### config.mk
export PLATFORM = sky130hd
export DESIGN_NAME = monobit_stream_gen
export DESIGN_NICKNAME = d
export VERILOG_FILES = /design/src/rtl/monobit_stream_gen.sv
export SDC_FILE = /design/constraint.sdc
export NUM_CORES = 1
export LEC_CHECK = 0
export ABC_CLOCK_PERIOD_IN_PS = 1800
export CAP_MARGIN = 20
export CORE_MARGIN = 2
export CORE_UTILIZATION = 49
export CTS_BUF_LIST = sky130_fd_sc_hd__clkbuf_16
export DETAILED_ROUTE_END_ITERATION = 16
export PLACE_DENSITY_LB_ADDON = 0.2
export SYNTH_ARGS = -nofsm -noshare
export SYNTH_HDL_FRONTEND = slang
export SYNTH_SLANG_ARGS = --single-unit
### constraint.sdc
create_clock -name clk -period 1.8 [get_ports clk]
set_input_delay 0.27 -clock clk [delete_from_list [all_inputs] [get_ports clk]]
set_output_delay 0.27 -clock clk [all_outputs]
set_load 0.02 [all_outputs]
### src/rtl/monobit_stream_gen.sv
// monobit_stream_gen: serial test-bit source for the monobit frequency-test
// core. Emits BLOCK_LEN bits per start command from a 16-bit Fibonacci LFSR
// or from a fixed pattern, and counts the ones actually accepted downstream.
//
// Handshake: epsilon_rsc_dat is valid whenever epsilon_vld=1; a bit is
// transferred on every rising edge where epsilon_vld & epsilon_rdy are both
// high. The bit, LFSR and counters hold while epsilon_rdy=0, and
// epsilon_triosy_lz strobes combinationally in the transfer cycle.
//
// state_dbg and bit_count are observation outputs (FSM state encoding
// IDLE=0, RUN=1, DONE=2, and the number of bits accepted in the current or
// last block).
module monobit_stream_gen #(
  parameter int          BLOCK_LEN = 128,
  parameter logic [15:0] SEED      = 16'hACE1,
  parameter int          CW        = $clog2(BLOCK_LEN + 1)
) (
  input  logic          clk,
  input  logic          rst,
  input  logic          start,
  input  logic          abort,
  input  logic [1:0]    mode,
  input  logic [15:0]   seed_in,
  output logic          epsilon_rsc_dat,
  output logic          epsilon_vld,
  input  logic          epsilon_rdy,
  output logic          epsilon_triosy_lz,
  output logic          busy,
  output logic          done,
  output logic [CW-1:0] ones_count,
  output logic [1:0]    state_dbg,
  output logic [CW-1:0] bit_count
);

  typedef enum logic [1:0] {
    IDLE = 2'd0,
    RUN  = 2'd1,
    DONE = 2'd2
  } state_t;

  state_t        state;
  state_t        state_next;
  logic [1:0]    mode_q;
  logic [15:0]   lfsr;
  logic [15:0]   lfsr_nxt;
  logic [15:0]   seed_eff;
  logic          phase;
  logic          dat_q;
  logic [CW-1:0] bit_cnt;
  logic [CW-1:0] ones_cnt;
  logic          accept;
  logic          xfer;
  logic          last_xfer;

  // Polynomial x^16+x^14+x^13+x^11+1 in shift-right Fibonacci form.
  function automatic logic [15:0] lfsr_step(input logic [15:0] l);
    logic fb;
    fb = l[0] ^ l[2] ^ l[3] ^ l[5];
    return {fb, l[15:1]};
  endfunction

  // Bit presented for a given mode, LFSR value and alternating phase.
  function automatic logic pick_bit(input logic [1:0] m, input logic [15:0] l,
                                    input logic ph);
    logic b;
    case (m)
      2'd0:    b = l[0];
      2'd1:    b = 1'b1;
      2'd2:    b = 1'b0;
      default: b = ph;
    endcase
    return b;
  endfunction

  // Shared control terms; abort blocks a start in the same cycle.
  always_comb begin
    seed_eff  = (seed_in == 16'd0) ? SEED : seed_in;
    lfsr_nxt  = lfsr_step(lfsr);
    accept    = (state == IDLE) && start && !abort;
    xfer      = (state == RUN) && epsilon_rdy;
    last_xfer = xfer && (bit_cnt == CW'(BLOCK_LEN - 1));
  end

  // FSM state register.
  always_ff @(posedge clk or posedge rst) begin
    if (rst) state <= IDLE;
    else     state <= state_next;
  end

  // FSM next-state logic; abort wins over start and over the end-of-block move.
  always_comb begin
    state_next = state;
    case (state)
      IDLE:    if (accept) state_next = RUN;
      RUN: begin
        if (abort)          state_next = IDLE;
        else if (last_xfer) state_next = DONE;
      end
      DONE:    state_next = IDLE;
      default: state_next = IDLE;
    endcase
  end

  // Datapath: block setup on an accepted start, advance on each transfer.
  // A transfer coinciding with abort still counts.
  always_ff @(posedge clk or posedge rst) begin
    if (rst) begin
      mode_q   <= 2'd0;
      lfsr     <= SEED;
      phase    <= 1'b1;
      dat_q    <= 1'b0;
      bit_cnt  <= '0;
      ones_cnt <= '0;
    end else if (accept) begin
      mode_q   <= mode;
      lfsr     <= seed_eff;
      phase    <= 1'b1;
      dat_q    <= pick_bit(mode, seed_eff, 1'b1);
      bit_cnt  <= '0;
      ones_cnt <= '0;
    end else if (xfer) begin
      lfsr     <= lfsr_nxt;
      phase    <= ~phase;
      dat_q    <= pick_bit(mode_q, lfsr_nxt, ~phase);
      bit_cnt  <= bit_cnt + CW'(1);
      ones_cnt <= ones_cnt + {{(CW-1){1'b0}}, dat_q};
    end
  end

  // FSM outputs and strobes decoded from the current state.
  always_comb begin
    epsilon_vld       = (state == RUN);
    busy              = (state == RUN);
    done              = (state == DONE);
    epsilon_triosy_lz = (state == RUN) && epsilon_rdy;
    epsilon_rsc_dat   = dat_q;
    ones_count        = ones_cnt;
    bit_count         = bit_cnt;
    state_dbg         = state;
  end

endmodule

# Word-level counts from Yosys, hierarchy flattened
# Index checks and enable logic that the tools add are counted.
# totals
register_bits,38
input_bits,23
out_inout_bits,23
word_cells,49
# op_classes
addsub,2
eq_ne,8
muxes,17
n_bitwise,4
n_reduce_logical,11
# op_table
op,n
$mux W16,3
$mux W8,4
$logic_not A16 Y1,1
$add A8 B1 Y8,1
$add A8 B1 Y8 const B,1
$eq A8 B7 Y1 const B,1
$eq A2 B2 Y1 const B,3
$logic_not A2 Y1,3
$mux W2,3
$eq A2 B1 Y1 const B,2
$logic_and A1 B1 Y1,4
$mux W1,4
$pmux W2 S2,1
$ne A3 B2 Y1 const B,1
$pmux W1 S3,1
$xor A1 B1 Y1,3
$ne A2 B2 Y1 const B,1
$pmux W1 S2,1
$reduce_and A2 Y1,1
$reduce_bool A2 Y1,1
$logic_not A1 Y1,1
$not A1 Y1,1

# Depth between registers and ports, before layout
# Gate-level depths: netlist (run 1).
# depth
ltp_word,6
ltp_mapped,6
depth_no_buf,5

# Least setup slack after synthesis (run 1)
# No wires, ideal clock.
# synth_path
kind,register to register
start,reg state[0] (netlist: state_dbg[0])
end,reg ones_cnt[4] (netlist: ones_count[4])
setup_time_ps,136
arrival_ps,1448
required_time_ps,1664
path_slack_ps,216
stages_incl_launch_ff,6
path_buffers,2
synth_period_minus_slack_ps,1584
cell_sequence,dfrtp_1 -> or4b_1 -> buf_2 -> buf_2 -> nand3_1 -> o21ai_0
# synth_between
elab_chain_len,4
elab_cells_between_ends,7
classes_between,eq/ne (1); mux (1); reduce/logical (5)
# synth_rtl
item,line,source
start: declaration,41,state_t state;
start signal: assignment,87,else state <= state_next;
$logic_not A2 Y1,79,accept = (state == IDLE) && start && !abort;
$logic_and A1 B1 Y1 (2 in a row),79,
$mux W8 / $reduce_bool A2 Y1 (equally long branches),--,
end signal: assignment,126,"ones_cnt <= ones_cnt + {{(CW-1){1'b0}}, dat_q};"
end: declaration,50,logic [CW-1:0] ones_cnt;
# Several ways; a longest one is shown, not always the timed one.
# A chain may end at the register's enable or synchronous reset.

# Final worst setup path (run 1)
# layout_path
start,reg state[0] (netlist: state_dbg[0])
end,out state_dbg[0]
# layout_rtl
item,line,source
end: declaration,31,"output logic [1:0] state_dbg,"
# No word-level cell between the ends.

==> results.cfg, run 1 <==
[timing]
setup_viol = 0
layout_min_cycle_time_ns = 1.68
fmaxAchievable_mhz = 595
hold_viol = 0
clock-skew-final_ns = 0.00228
setup_slack_ns = 0.118
worst_pin_slew_ns = 0.467
post-route-period-util_pct = 93.4
maxSlewHeadroom_pct = 68.9
rsz0062_at_grt = false
slew_violations = 0

[finish]
diodes = 0
mostFrequentLayoutCells = 41 x clkdlybuf4s50_1, 31 x nand2_1, 29 x dfrtp_1, 27 x nor2_1, 16 x buf_4
drive_gt1_share_pct = 16.9
fill_cells = 312
final_common_cell = clkdlybuf4s50_1
nets = 279
syn2layout_area_growth_pct = 39.3

[placement]
io_buffers = 45
pre_cts_ws_ns = -0.0800
routabilityCongestion = 0.808
dp.final_hpwl_um = 2970

[synth]
syn_nets = 222
syn-cell-area_um2 = 1890
ys.flop_type = dfrtp_1
syn_inst = 196
yosysSeqAreaShare_pct = 51.0
synth-edff-count = 0
synth_warnings = 0
ys_types = 39
syn_avg_cell_area_um2 = 9.62
synth_seq_cells = 38
async_flop_share_pct = 100

[floorplanning]
fp.dieH_um = 66.0
initial_core_util_pct = 51.1
die_w_um = 66.0
core_area_um2 = 3690
rows = 22
num_io_pins = 46
die_area_um2 = 4360

[clocking]
clock_latency_ns = 0.28
cts_setup_buffers = 0
worst_setup_hold_path_clk_slew_ns = 0.05
cts_max_level = 2
cts_sinks = 38
numCtsBuffers = 5
clock_path_buffers = 2
cts_tree = yes
clockRootBuffer = clkbuf_16

[critical_path]
arrival_ns = 1.41
critPathSlowestCell = clkdlybuf4s50_1
critical_path_required_ns = 1.53
critical_path_class = flip-flop to output port
critPathMaxStageDelay_ns = 0.60
cp_max_fo = 4
endpoint_kind = output port
worst_setup_path_start_kind = flip-flop
crit_chain = buf_4 -> clkdlybuf4s50_1

[outcome]
status = finished clean

[global_routing]
grt_use_total_pct = 22.1
grt_pass1_wl_um = 7260
grt_remaining_overflow = 0
antenna_found_initial = 0
grt_pass1_vias = 1568
grt_max_degree = 39

[drt]
wl_um = 4130
drc = 0
drt_pass1_iterations = 4
postRouteAntennaNets = 0
vias = 1623
vias_per_cell = 5.37
first_iter_violations = 103
wl_per_cell_um = 13.7

[power_and_ir_drop]
peakVddDrop_uv = 763
power_w = 0.00278
p_leak_nw = 1.13
cellPowerDensity_nw_per_um2 = 1060

[run]
cap_violations = 0

[hold_path]
hp-class = primary input to asynchronous set/reset pin
-- critical path, delay by kind of cell (launching register included) --
family / cells / cell delay (ns)
buffers and inverters: 2 / 0.76
DFF: 1 / 0.38
-- path summary, 6_finish.rpt --
path | startpoint | to | slack (ns) | cells past startpoint
setup / recovery | state_dbg[0] | state_dbg[0] | 0.12 | 2
hold / removal | rst | bit_count[0] | 0.41 | 3
setup reg to reg | state_dbg[1] | lfsr[2] | 0.14 | 5
hold reg to reg | mode_q[1] | mode_q[1] | 0.48 | 2
max in group asynchronous | rst | lfsr[11] | 1.04 | 3
min in group clk | mode_q[1] | mode_q[1] | 0.48 | 2
-- Yosys cell counts (3+ instances only) --
master / n / area [um^2]
inv_1: 6 / 22.5
buf_2: 5 / 25.0
xor2_1: 3 / 26.3
a22oi_1: 6 / 45.0
nor3_1: 6 / 30.0
nor4_1: 4 / 25.0
nor2_1: 27 / 101
clkbuf_1: 4 / 15.0
a31oi_1: 3 / 18.8
ha_1: 3 / 37.5
nand2_1: 31 / 116
o21ai_0: 12 / 60.1
dfrtp_1: 29 / 726
dfstp_2: 9 / 236
o22ai_2: 6 / 75.1
xnor2_1: 10 / 87.6
a21oi_1: 4 / 20.0
nand3_1: 5 / 25.0
nand4_1: 3 / 18.8
-- metal layers --
layer / part of all wire [%] / routed length (um) / track usage (%) / up-vias
met5: 0 / 0 / 0 / -
met1: 44 / 1830 / 28.7 / 775
met4: 1.7 / 70 / 7.14 / 0
met2: 49 / 2040 / 36.2 / 47
met3: 4.7 / 194 / 5.45 / 8
li1: - / - / - / 793
-- power breakdown --
part	total (W)	switching, W	internal, W
Combinational	0.000611	0.000303	0.000308
Sequential	0.00119	0.000130	0.00106
Clock	0.000983	0.000335	0.000648
-- kinds of logic (layout without fill, tap and decap cells) --
kind of cell    count (synthesis)  count (layout)  synth area share, %
compound gates                 35              35                 13.6
xor+xnor                       13              13                 6.04
fa+ha+maj                       3               3                 1.99
buf+inv                        17              75                 4.31
flops                          38              38                 51.0
mux                             1               1                0.531
simple gates                   89              89                 22.5
-- layout make-up --
class / instances / area (um^2) / share of cell area [%]
Timing Repair Buffer: 61 / 566 / 21.5
Clock buffer: 5 / 125 / 4.76
Multi-Input combinational cell: 141 / 851 / 32.4
Tap cell: 48 / 60.1 / 2.29
Inverter: 6 / 22.5 / 0.858
Sequential cell: 38 / 962 / 36.6
Clock inverter: 3 / 40.0 / 1.52
-- timing repair --
item                                    in CTS  in global routing
resized for setup                            4                  0
hold buffers                                 0                  0
endpoints found under the setup margin       4                  0
endpoints found under the hold margin        0                  0
-- sequential cells by signal, summed over array words and instances (netlist names) --
| signal | cells |
|---|---|
| lfsr | 16 |
| bit_count | 8 |
| ones_count | 8 |
| mode_q | 2 |
| state_dbg | 2 |
| epsilon_rsc_dat | 1 |
| phase | 1 |
-- through the flow --
stage	setup TNS [ns]	cell area, um^2	hold slack (ns)	util (%)	cells
final	0	2630	0.406	71.2	302
after global routing	0	2630	0.466	71.2	302
after CTS	0	2630	0.431	71.2	302
after detailed placement	-0.684	2470	0.473	66.9	294
after global placement	-0.342	2470	0.467	66.9	294
after floorplan	0	1890	0.340	-	196
(Power assumes the default switching activity.)
==> run 2, diff against run 1 <==
- ABC_AREA: not set -> 1
- CORE_UTILIZATION: 49 -> 50
- CTS_CLUSTER_SIZE: not set -> 30
- HOLD_SLACK_MARGIN: not set -> 0.15
==> run 2 against run 1 <==
Effect of this change: via count is 13% higher; first-iteration DRC count is 49% higher; combinational power is 20% higher; final area is 1.5% higher; power is 4.4% higher; worst setup slack worse by 0.022 ns; non-clock buffer count is 7 lower; clock power is 2% lower; final cell count is 13% higher; wire length is 10% higher; sequential share of layout area is 0.55 points lower.
==> results.cfg, run 2 <==
[finish]
largest_register_ffs = 16
diodes = 0
regMostFlops = lfsr
fill_cells = 324
mostFrequentLayoutCells = 42 x clkdlybuf4s50_1, 41 x nand2_1, 36 x nor2_1, 29 x dfrtp_1, 26 x inv_1
final_common_cell = clkdlybuf4s50_1
regArea_um2 = 962
nets = 319
syn2layout_area_growth_pct = 34.6
drive_gt1_share_pct = 11.6
multi_input_area_um2 = 870
finalNonFillerCells = 342

[synth]
syn-cell-area_um2 = 1980
synth_top_cell_area_share_pct = 36.6
syn_nets = 266
syn_avg_cell_area_um2 = 8.25
synth-edff-count = 0
synth_mux_area_share_pct = 0
async_flop_share_pct = 100
synthXorXnorAreaFrac_pct = 1.33
synthAdderAreaFrac_pct = 1.90
synth_common_cells = 41 x nand2_1, 36 x nor2_1, 29 x dfrtp_1
syn_inst = 240
ys.flop_type = dfrtp_1
synth_compound_area_share_pct = 15.7
yosysSeqAreaShare_pct = 48.6
ys_types = 32
synth_most_common_cell = nand2_1
ys_top_cells_by_area = dfrtp_1 37%, dfstp_2 12%, nand2_1 7.8%
synth_seq_cells = 38
synth_warnings = 0
synth_top_family_by_area = simple AND/OR/NAND/NOR gates
yosys.area.top_type = dfrtp_1
yosys.area_share.simple_pct = 25.0

[critical_path]
arrival_ns = 1.43
worst_setup_path_start_kind = flip-flop
cp_max_fo = 4
critical_path_required_ns = 1.53
critical_path_class = flip-flop to output port
endpoint_kind = output port

[global_routing]
grt_remaining_overflow = 0
antenna_found_initial = 0
grt_pass1_wl_um = 7600
grt_pass1_vias = 1652
grt_max_degree = 39
grt_use_total_pct = 23.2

[timing]
fin_setup_tns_ns = 0
slew_violations = 0
maxSlewHeadroom_pct = 68.6
setup_viol = 0
hold_viol = 0
post-route-period-util_pct = 94.7
rsz0062_at_grt = false
worst_pin_slew_ns = 0.471
clock-skew-final_ns = 0.00342
layout_min_cycle_time_ns = 1.70
fmaxAchievable_mhz = 587

[clocking]
clock_latency_ns = 0.28
cts_setup_buffers = 0
numCtsBuffers = 5
worst_setup_hold_path_clk_slew_ns = 0.05
cts_tree = yes
clockRootBuffer = clkbuf_16
clock_path_buffers = 2
cts_sinks = 38
cts_max_level = 2

[placement]
routabilityCongestion = 0.802
dp_cells = 334
io_buffers = 45
dp.final_hpwl_um = 3200

[drt]
first_iter_violations = 153
vias = 1829
postRouteAntennaNets = 0
drc = 0
vias_per_cell = 5.35
wl_per_cell_um = 13.3
wl_um = 4560
drt_pass1_iterations = 4

[power_and_ir_drop]
internal-power_w = 0.00208
power_w = 0.00290
pwr-share-comb_pct = 25.3
power_frac_clock_pct = 33.3
pwr-share-seq_pct = 41.4
peakVddDrop_uv = 777
cellPowerDensity_nw_per_um2 = 1090
p_leak_nw = 1.19
p_sw_w = 0.000830
switching_share_pct = 28.6

[floorplanning]
die_w_um = 66.9
initial_core_util_pct = 52.9
rows = 22
num_io_pins = 46
core_area_um2 = 3740
fp.dieH_um = 66.9
die_area_um2 = 4480

[outcome]
status = finished clean

[run]
cap_violations = 0

[hold_path]
hp-class = primary input to asynchronous set/reset pin
## run 2: changes by cell type after synthesis, moves of 3 or more
cell | before | now
nor2_2 | 0 | 3
xnor2_1 | 10 | 2
o22ai_1 | 0 | 8
inv_1 | 6 | 24
nand3_1 | 5 | 11
a21oi_1 | 4 | 16
nor2_1 | 27 | 36
nand2_1 | 31 | 41
clkbuf_1 | 4 | 0
a22oi_1 | 6 | 0
o22ai_2 | 6 | 0
nor4_1 | 4 | 0
o21bai_1 | 0 | 7
## run 2: worst paths after layout
check	start	end	slack (ns)	cells after the start
hold / removal	rst	ones_count[2]	0.40	3
max in group asynchronous	rst	lfsr[6]	1.04	3
hold reg to reg	lfsr[15]	lfsr[15]	0.49	2
setup reg to reg	state_dbg[1]	bit_count[6]	0.31	9
min in group clk	lfsr[15]	lfsr[15]	0.49	2
setup / recovery	state_dbg[1]	done	0.1	3
## run 2: through the flow
step | hold slack [ns] | setup WS, ns | util [%] | cell area (um^2)
final | 0.399 | 0.0962 | 71.2 | 2670
after global routing | 0.471 | 0.0222 | 71.2 | 2670
after CTS | 0.426 | 0.0803 | 71.2 | 2670
after detailed placement | 0.476 | -0.0127 | 67.0 | 2510
after global placement | 0.467 | -0.00358 | 67.0 | 2510
after floorplan | 0.414 | 0.375 | - | 1980
## run 2: metal layers
metal | up-vias | GRT usage, % | routed length [um] | part of all wire [%]
li1 | 903 | - | - | -
met1 | 860 | 29.2 | 1990 | 44
met2 | 59 | 37.6 | 2190 | 48
met3 | 7 | 6.59 | 298 | 6.5
met4 | 0 | 8.93 | 77 | 1.7
met5 | - | 0 | 0 | 0
## run 2: layout make-up
class	count	area share, %
clock buffers	5	4.69
clock inverters	3	1.41
inverters	26	3.66
multi-input cells	168	32.6
flip-flops and latches	38	36.1
well taps	48	2.25
repair buffers	54	19.3
## run 2: cell families after synthesis
logic type,Yosys count
XOR/XNOR,3
AND/OR/NAND/NOR,109
buffers and inverters,34
AO/OA/AOI/OAI,53
flip-flops,38
adder cells (fa/ha/maj),3
## run 2: repair_timing
item | CTS | global route
endpoints found under the setup margin | 3 | 0
hold buffers | 0 | 0
gates resized for setup | 3 | 0
## run 2: power groups by stage
stage	clock network [W]	logic [W]	registers (W)
2_1_floorplan	0	0.000395	0.00126
3_3_place_gp	0	0.000723	0.00121
3_5_place_dp	0	0.000735	0.00121
4_1_cts	0.000983	0.000742	0.00120
5_1_grt	0.00103	0.000820	0.00123
6_report	0.000968	0.000735	0.00120
## run 2: worst max-delay path, cell delays in order (launching register included)
cell and delay [ns]:
dfrtp_1 0.39, inv_2 0.08, nor2_1 0.08, clkdlybuf4s50_1 0.61
==> run 3, diff against run 2 <==
- CORE_ASPECT_RATIO: not set -> 1.4
- GPL_ROUTABILITY_DRIVEN: not set -> 0
==> run 3 against run 2 <==
Effect of this change: worst setup slack gained 0.077 ns; count of clock-buffer cells in the layout unchanged; largest power group unchanged; clock skew is essentially flat; critical path depth decreased by 2; sequential share of layout area shrank 0.13 points; final cell count shrank 0.58%; utilization shrank 1.7 points; highest routed layer unchanged; register-to-register slack got worse by 0.06 ns; via count increased by 0.66%; critical path type unchanged; flip-flop and latch count unchanged; global-route usage is 0.46 points higher; non-clock buffer count grew 3.
==> results.cfg, run 3 (synthesis gave the netlist of run 2 again) <==
[drt]
wl_per_cell_um = 14.1
route.met3.wl_um = 274
wl_met2_um = 2490
drc = 0
vias_per_cell = 5.41
drt_pass1_iterations = 4
postRouteAntennaNets = 0
wl_um = 4800
highest_layer = met4
first_iter_violations = 73
m1WireLength_um = 1970
vias = 1841

[timing]
maxSlewHeadroom_pct = 68.5
fmaxAchievable_mhz = 615
hold_viol = 0
fin_setup_tns_ns = 0
post-route-period-util_pct = 90.4
worst_pin_slew_ns = 0.472
setup_viol = 0
rsz0062_at_grt = false
slew_violations = 0
setup_slack_ns = 0.173
clock-skew-final_ns = 0.00320
layout_min_cycle_time_ns = 1.63

[critical_path]
critical_path_class = flip-flop to output port
critPathMaxStageDelay_ns = 0.64
critPathSlowestCell = clkdlybuf4s50_1
rrSetupSlack_ns = 0.25
worst_setup_path_start_kind = flip-flop
cp_max_fo = 6
arrival_ns = 1.36
critical_path_required_ns = 1.53
endpoint_kind = output port
crit_chain = clkdlybuf4s50_1
crit_family = buffers and inverters
critPathBufInv = 1

[global_routing]
antenna_found_initial = 0
grt_max_degree = 39
grt_pass1_wl_um = 8240
grt_remaining_overflow = 0
grt_use_total_pct = 23.7
grt_pass1_vias = 1860

[placement]
dp.final_hpwl_um = 3470
pre_cts_ws_ns = -0.0286
io_buffers = 45
dp_cells = 332

[floorplanning]
core_area_um2 = 3850
initial_core_util_pct = 51.4
rows = 27
num_io_pins = 46
fp.dieH_um = 78.5
die_w_um = 57.2
die_area_um2 = 4490

[finish]
drive_gt1_share_pct = 12.8
syn2layout_area_growth_pct = 35.1
diodes = 0
regMostFlops = lfsr
nets = 322
finalNonFillerCells = 340
post-route-util_pct = 69.5
largest_register_ffs = 16
mostFrequentLayoutCells = 41 x nand2_1, 41 x clkdlybuf4s50_1, 36 x nor2_1, 29 x dfrtp_1, 24 x inv_1

[clocking]
clock_path_buffers = 2
cts_tree = yes
numCtsBuffers = 5
cts_max_level = 2
hold_buffers = 0
worst_setup_hold_path_clk_slew_ns = 0.06
cts_setup_buffers = 0
cts_sinks = 38
clockRootBuffer = clkbuf_16
clock_latency_ns = 0.28

[power_and_ir_drop]
peakVddDrop_uv = 859
p_leak_nw = 1.21
cellPowerDensity_nw_per_um2 = 1050

[run]
cap_violations = 0

[outcome]
status = finished clean

[hold_path]
hp-class = primary input to asynchronous set/reset pin
==> run 3: cell count changes in the layout (fill, tap and decap cells not counted), sizes merged <==
cell           previous run  this run
dlymetal6s2s              0         1
buf                       9        12
bufinv                    1         0
inv                      28        26
clkinvlp                  0         1
clkinv                    0         2
clkdlybuf4s50            42        41
==> run 3: tightest hold or removal path: cells and delay by family <==
family / cells / cell delay [ns]
buffers and inverters: 3 / 0.85
==> run 3: final timing paths <==
path,depth (start not counted),startpoint,end
min,3,rst,bit_count[7]
max reg2reg,8,state_dbg[0],lfsr[5]
max in group asynchronous,3,rst,lfsr[7]
min reg2reg,2,mode_q[1],mode_q[1]
max,1,bit_count[3],bit_count[3]
min in group clk,2,mode_q[1],mode_q[1]
==> run 3: power by group <==
group	total, W	internal [W]	switching (W)
Sequential	0.00121	0.00108	0.000128
Combinational	0.000765	0.000368	0.000397
Clock	0.000837	0.000505	0.000332
Total	0.00281	0.00195	0.000857
==> run 3: timing repair <==
action | in CTS | in global routing
gates cloned | 0 | 0
gates resized for setup | 3 | 1
endpoints found under the hold margin | 0 | 0
endpoints found under the setup margin | 3 | 1
==> run 3: metal layers <==
metal  global-route usage, %  vias up
met2                    39.8       68
met4                    9.30        0
met5                       0        -
li1                        -      907
met1                    29.2      860
met3                    5.27        6
==> run 3: final cells by class <==
type	count	area, um^2
Clock buffer	5	125
Tap cell	43	53.8
Fill cell	337	1170
Sequential cell	38	962
Clock inverter	3	16.3
Timing Repair Buffer	57	552
Multi-Input combinational cell	168	870
Inverter	26	97.6
==> run 3: metrics by stage <==
step	instance area, um^2	power [W]	hold WS [ns]
final	2680	0.00281	0.405
after global routing	2680	0.00297	0.487
after floorplan	1980	0.00166	0.414
after detailed placement	2540	0.00199	0.475
after global placement	2540	0.00196	0.465
after CTS	2670	0.00284	0.433
